File: src/rtl/heichips25_fpga_core.sv
`default_nettype none
// ============================================================================
// Module      : heichips25_fpga_core
// Description : Configuration-and-IO core behind the HeiChips25 pad ring.
//               After reset, and when fpga_mode is 1, it reads a 16-byte
//               bitstream from SPI NOR flash (READ 0x03, SPI mode 0). The
//               bitstream is one sync word followed by cfg_oe, cfg_val and
//               cfg_pass. It then drives 32 user IOs from that configuration.
// Ports       : fpga_clk / fpga_rst  - clock, synchronous active-high reset
//               fpga_mode            - 1 = boot from flash, 0 = unconfigured
//               fpga_sclk/cs_n/mosi  - SPI master outputs
//               fpga_miso            - SPI data from flash
//               fpga_config_busy     - high while a load is in progress
//               io_in / io_out / io_oe - user IO pad interface
// Options     : `define HEICHIPS25_SYNC_CHECK_EN makes a sync word mismatch
//               end the load in FAIL, with the IOs left undriven.
// Revision    : 1.0 - initial release
// ============================================================================
module heichips25_fpga_core #(
    parameter int          CLK_DIV    = 1,
    parameter logic [23:0] FLASH_ADDR = 24'h000000,
    parameter logic [31:0] SYNC_WORD  = 32'h5AA5C33C
) (
    input  logic        fpga_clk,
    input  logic        fpga_rst,
    input  logic        fpga_mode,
    output logic        fpga_sclk,
    output logic        fpga_cs_n,
    output logic        fpga_mosi,
    input  logic        fpga_miso,
    output logic        fpga_config_busy,
    input  logic [31:0] io_in,
    output logic [31:0] io_out,
    output logic [31:0] io_oe
);

    localparam int               DIV_W     = (CLK_DIV > 1) ? $clog2(CLK_DIV) : 1;
    localparam logic [DIV_W-1:0] DIV_MAX   = DIV_W'(CLK_DIV - 1);
    localparam logic [31:0]      CMD_WORD  = {8'h03, FLASH_ADDR};
    localparam logic [7:0]       LAST_CMD  = 8'd31;
    localparam logic [7:0]       LAST_BIT  = 8'd159;
`ifdef HEICHIPS25_SYNC_CHECK_EN
    localparam logic             CHECK_EN  = 1'b1;
`else
    localparam logic             CHECK_EN  = 1'b0;
`endif

    typedef enum logic [2:0] {
        S_IDLE = 3'd0,
        S_CMD  = 3'd1,
        S_DATA = 3'd2,
        S_DONE = 3'd3,
        S_FAIL = 3'd4
    } state_t;

    state_t             state_q, state_d;
    logic               armed_q;        // set only in the first cycle after reset
    logic [DIV_W-1:0]   div_q;
    logic [7:0]         bit_q;          // index of the bit currently on the wire
    logic               sclk_q, cs_n_q, mosi_q, busy_q;
    logic [31:0]        cmd_sr_q;
    logic [127:0]       data_sr_q;
    logic [31:0]        cfg_oe_q, cfg_val_q, cfg_pass_q;

    logic               active, tick, rise, fall, last, sync_ok;
    logic [31:0]        rotated;

    always_comb begin
        active  = (state_q == S_CMD) || (state_q == S_DATA);
        tick    = active && (div_q == DIV_MAX);
        rise    = tick && !sclk_q;
        fall    = tick && sclk_q;
        last    = fall && (bit_q == LAST_BIT);
        // With the check disabled the sync word is discarded and always accepted.
        sync_ok = (data_sr_q[127:96] == SYNC_WORD) || !CHECK_EN;
    end

    always_comb begin
        state_d = state_q;
        case (state_q)
            S_IDLE:  if (armed_q && fpga_mode) state_d = S_CMD;
            S_CMD:   if (fall && bit_q == LAST_CMD) state_d = S_DATA;
            S_DATA:  if (last) state_d = sync_ok ? S_DONE : S_FAIL;
            S_DONE:  state_d = S_DONE;
            S_FAIL:  state_d = S_FAIL;
            default: state_d = S_IDLE;
        endcase
    end

    always_ff @(posedge fpga_clk) begin
        if (fpga_rst) begin
            state_q    <= S_IDLE;
            armed_q    <= 1'b1;
            div_q      <= '0;
            bit_q      <= '0;
            sclk_q     <= 1'b0;
            cs_n_q     <= 1'b1;
            mosi_q     <= 1'b0;
            busy_q     <= 1'b0;
            cmd_sr_q   <= '0;
            data_sr_q  <= '0;
            cfg_oe_q   <= '0;
            cfg_val_q  <= '0;
            cfg_pass_q <= '0;
        end else begin
            state_q <= state_d;
            armed_q <= 1'b0;
            if (state_q == S_IDLE && state_d == S_CMD) begin
                // Load start: first command bit is presented immediately.
                busy_q   <= 1'b1;
                cs_n_q   <= 1'b0;
                sclk_q   <= 1'b0;
                div_q    <= '0;
                bit_q    <= '0;
                mosi_q   <= CMD_WORD[31];
                cmd_sr_q <= {CMD_WORD[30:0], 1'b0};
            end else if (active) begin
                if (tick) begin
                    div_q  <= '0;
                    sclk_q <= ~sclk_q;
                end else begin
                    div_q  <= div_q + 1'b1;
                end
                if (rise && bit_q > LAST_CMD) begin
                    data_sr_q <= {data_sr_q[126:0], fpga_miso};
                end
                if (last) begin
                    busy_q <= 1'b0;
                    cs_n_q <= 1'b1;
                    mosi_q <= 1'b0;
                    if (sync_ok) begin
                        cfg_oe_q   <= data_sr_q[95:64];
                        cfg_val_q  <= data_sr_q[63:32];
                        cfg_pass_q <= data_sr_q[31:0];
                    end
                end else if (fall) begin
                    bit_q <= bit_q + 8'd1;
                    if (bit_q < LAST_CMD) begin
                        mosi_q   <= cmd_sr_q[31];
                        cmd_sr_q <= {cmd_sr_q[30:0], 1'b0};
                    end else begin
                        mosi_q   <= 1'b0;
                    end
                end
            end
        end
    end

    // io_out[i] takes io_in[(i+16) mod 32] on pass-through bits.
    always_comb begin
        rotated = {io_in[15:0], io_in[31:16]};
        io_oe   = cfg_oe_q;
        io_out  = cfg_oe_q & ((cfg_pass_q & rotated) | (~cfg_pass_q & cfg_val_q));
    end

    assign fpga_sclk        = sclk_q;
    assign fpga_cs_n        = cs_n_q;
    assign fpga_mosi        = mosi_q;
    assign fpga_config_busy = busy_q;

endmodule
`default_nettype wire

File: config.mk
export PLATFORM = sky130hd
export DESIGN_NAME = heichips25_fpga_core
export DESIGN_NICKNAME = d
export VERILOG_FILES = /design/src/rtl/heichips25_fpga_core.sv
export SDC_FILE = /design/constraint.sdc
export NUM_CORES = 1
export LEC_CHECK = 0
export ABC_AREA = 1
export CAP_MARGIN = 20
export CORE_MARGIN = 3
export CORE_UTILIZATION = 25
export CTS_CLUSTER_DIAMETER = 30
export DETAILED_ROUTE_END_ITERATION = 12
export GPL_ROUTABILITY_DRIVEN = 0
export PLACE_DENSITY_LB_ADDON = 0.2
export SLEW_MARGIN = 20
export SYNTH_ARGS = -nofsm -noshare
export SYNTH_HDL_FRONTEND = slang
export SYNTH_SLANG_ARGS = --single-unit
File: constraint.sdc
create_clock -name fpga_clk -period 4.3 [get_ports fpga_clk]
set_input_delay 0.86 -clock fpga_clk [delete_from_list [all_inputs] [get_ports fpga_clk]]
set_output_delay 0.86 -clock fpga_clk [all_outputs]
set_load 0.02 [all_outputs]
==> results.ini <==
[floorplanning]
initial_core_util=0.257
die_area_sq_um=36000
chipWidth_um=190
fp-row-count=66
coreArea_sq_um=32900
die_h_um=190
ioPinCount=104

[cells_and_area]
final_layout_size_suffix_gt1_frac=0.0908
stdcell_count=1664
multi_input_area_sq_um=3530
syn_to_final_growth_pct=35.7
fill_cells=3485
seq_area_sq_um=4320
final_nets=1219
diodes=0

[sta]
slew_headroom=0.350
hold_slack_ns=0.458
clock_skew_ns=0.0184
fmax_mhz=336
setup_tns_ns=0
finalHoldViolCount=0
setup_viol=0
rsz0062_at_grt=no
worst_pin_slew_ns=0.975
min_period_over_period=0.693
final.min_clock_period_ns=2.98
slew_viol_final=0

[power]
power.internal_w=0.00471
total_power_w=0.00596
combPwrFrac=0.024
p_leak_nw=4.54
seqPwrFrac=0.338
p_sw_w=0.00125
clkPwrFrac=0.638
power_switching_share=0.210
power_density_nw_per_um2=521
vdd_drop_max_mv=0.226

[synth]
synth_most_common_cell=dfxtp_1
synthArstFlopShare=0
synth_area_sq_um=8430
synth_top_family_by_area=simple AND/OR/NAND/NOR gates
syn_nets=1135
yosys.area.top_type=dfxtp_1
synth_edf_count=0
ys.flop_type=dfxtp_1
synth_xor_area_frac=0.00519
yosys.area_share.simple=0.245
yosys-top-cells-count=dfxtp_1, nor2_1, nand2_1
synthCells=1098
ys_ff_latch=216
synth_area_leaders=dfxtp_1, nor2_1, a21oi_1
yosys.cell_types.count=27
seq_area_frac_synth=0.513
synth-compound-area-share=0.165
yosys_warnings=0
synth.area.mux_share=0
synth-adder-area-share=0.00148
avgSynthCellArea_sq_um=7.68
synth_top_cell_area_share=0.513

[setup_path]
max_stage_delay_ns=0.62
crit_type=in -> out
critical_path.top_delay_family=buffers and inverters
critPathLaunch=io_in[25]
reg2reg_from=bit_q[1]$_SDFFE_PP0P_
slowest_stage=clkdlybuf4s50_1
critPathLaunchType=input port
cp_common_cell=clkdlybuf4s50_1
worst_ep_arrival_time_ns=2.12
rrSetupSlack_ns=1.75
r2r_end=cfg_val_q[10]$_SDFFE_PP0P_
worst-r2r-cell-count=9
cp_num_cells=4
critical_path_peak_fanout=1
cp_num_buf_inv=3
crit_end=io_out[9]
crit_required_ns=3.44
crit_chain=clkdlybuf4s50_1, inv_1, a21oi_1, clkdlybuf4s50_1
endpoint_kind=primary output

[hold_path]
min_from=cmd_sr_q[31]$_SDFFE_PP0P_
holdCritPathClass=reg -> reg
hold_path_depth=2

[clocking]
cts.clk_slew.worst_paths_ns=0.04
cts_resized=0
cts.hold.buffers_added=0
clock_path_buffers=3
cts_sinks=216
htree_levels=2
clock-root-buffer=clkbuf_16
clk-insertion-delay-late_ns=0.53
cts_tree=yes
postCtsSetupBuffers=0
cts_buffers=52

[detailed_routing]
drc_errors=0
vias=7650
drt-initial-drc-count=462
drtPass1Iterations=4
antenna_left=0
routed_wl_mm=22.6
viasPerCell=4.60
wl_per_cell_um=13.6

[grt]
antenna_found_initial=0
first_global_vias=7750
grt.total_usage=0.126
overflow=0
grt_start_max_net_pins=99
grt_pass1_wl_mm=38.7

[job]
maxCapViolCount=0

[place]
placement.io_buffers=103
post-place-cells=1570
hpwl_mm=12.7

[run_status]
outcome=completed

## cells by family after synthesis
kind of cell / count (synthesis)
buffers and inverters: 135
xor gates and xnor gates: 5
adders and majority gates: 1
AOI/OAI and AO/OA: 277
DFF: 216
and+or+nand+nor: 464
## routing by layer
layer / GRT usage / routed length [um] / vias up
met5: 0 / 0 / -
met2: 0.215 / 10500 / 155
met1: 0.161 / 10600 / 3569
met3: 0.0271 / 1030 / 41
met4: 0.0398 / 454 / 0
li1: - / - / 3885
## power by group through the flow
| stage | Clock [W] | Combinational (W) | Sequential (W) |
|---|---|---|---|
| detailed placement | 0 | 0.000145 | 0.00205 |
| global route | 0.00400 | 0.000156 | 0.00202 |
| floorplan | 0 | 0.0000792 | 0.00205 |
| global placement | 0 | 0.000144 | 0.00205 |
| finish | 0.00380 | 0.000141 | 0.00202 |
| CTS | 0.00388 | 0.000145 | 0.00202 |
## worst min path at each step
stage / end / slack, ns
after floorplan: cmd_sr_q[26]$_SDFFE_PP0P_ / 0.44
after global placement: fpga_config_busy$_SDFFE_PP0P_ / 0.45
after detailed placement: cmd_sr_q[31]$_SDFFE_PP0P_ / 0.45
after CTS: cmd_sr_q[31]$_SDFFE_PP0P_ / 0.46
after global routing: cmd_sr_q[31]$_SDFFE_PP0P_ / 0.48
final: fpga_mosi$_SDFFE_PP0P_ / 0.46
## worst register-to-register path, delay by kind of cell (launching register included)
family	cells	cell delay (ns)
buffers and inverters	2	1.11
AND/OR/NAND/NOR	6	0.76
flip-flops	1	0.34
adder cells (fa/ha/maj)	1	0.23
## sequential cells by signal, summed over array words and instances (netlist names), 3 cells and up
name,cells
cfg_val_q,32
cmd_sr_q,7
bit_q,8
cfg_pass_q,32
state_q,3
data_sr_q,96
io_oe,32
## through the flow
| stage | util | worst slack, ns | cell area (sq um) |
|---|---|---|---|
| after floorplan | - | 2.20 | 8430 |
| after global placement | 0.295 | 1.32 | 9700 |
| after detailed placement | 0.295 | 1.31 | 9700 |
| after CTS | 0.348 | 1.30 | 11400 |
| after global routing | 0.348 | 1.25 | 11400 |
| final | 0.348 | 1.32 | 11400 |
## cells in the final DEF (no fill, tap or decap)
master	n
dfxtp_1	216
nor2_1	198
nand2_1	149
a21oi_1	146
o21ai_0	122
clkdlybuf4s50_1	102
nand4_1	97
clkbuf_16	53
inv_1	45
clkinv_2	11
clkbuf_8	11
clkbuf_1	10
buf_4	10
o21ai_1	7
nand3_1	6
clkinvlp_4	6
inv_2	5
xor2_1	5
nor3_1	4
bufinv_16	4
nand3_4	3
nand2_2	2
inv_6	2
nand2_4	1
nor2_4	1
nor2_8	1
o21bai_1	1
nor2_2	1
nand3b_1	1
a211oi_1	1
ha_1	1
## layout make-up
cell class / count / area share
flip-flops and latches: 216 / 0.378
clock inverters: 20 / 0.0195
inverters: 53 / 0.0177
repair buffers: 112 / 0.0958
well taps: 442 / 0.0483
clock buffers: 74 / 0.132
multi-input cells: 747 / 0.308
Note: power is estimated with default switching activity, not from simulation.
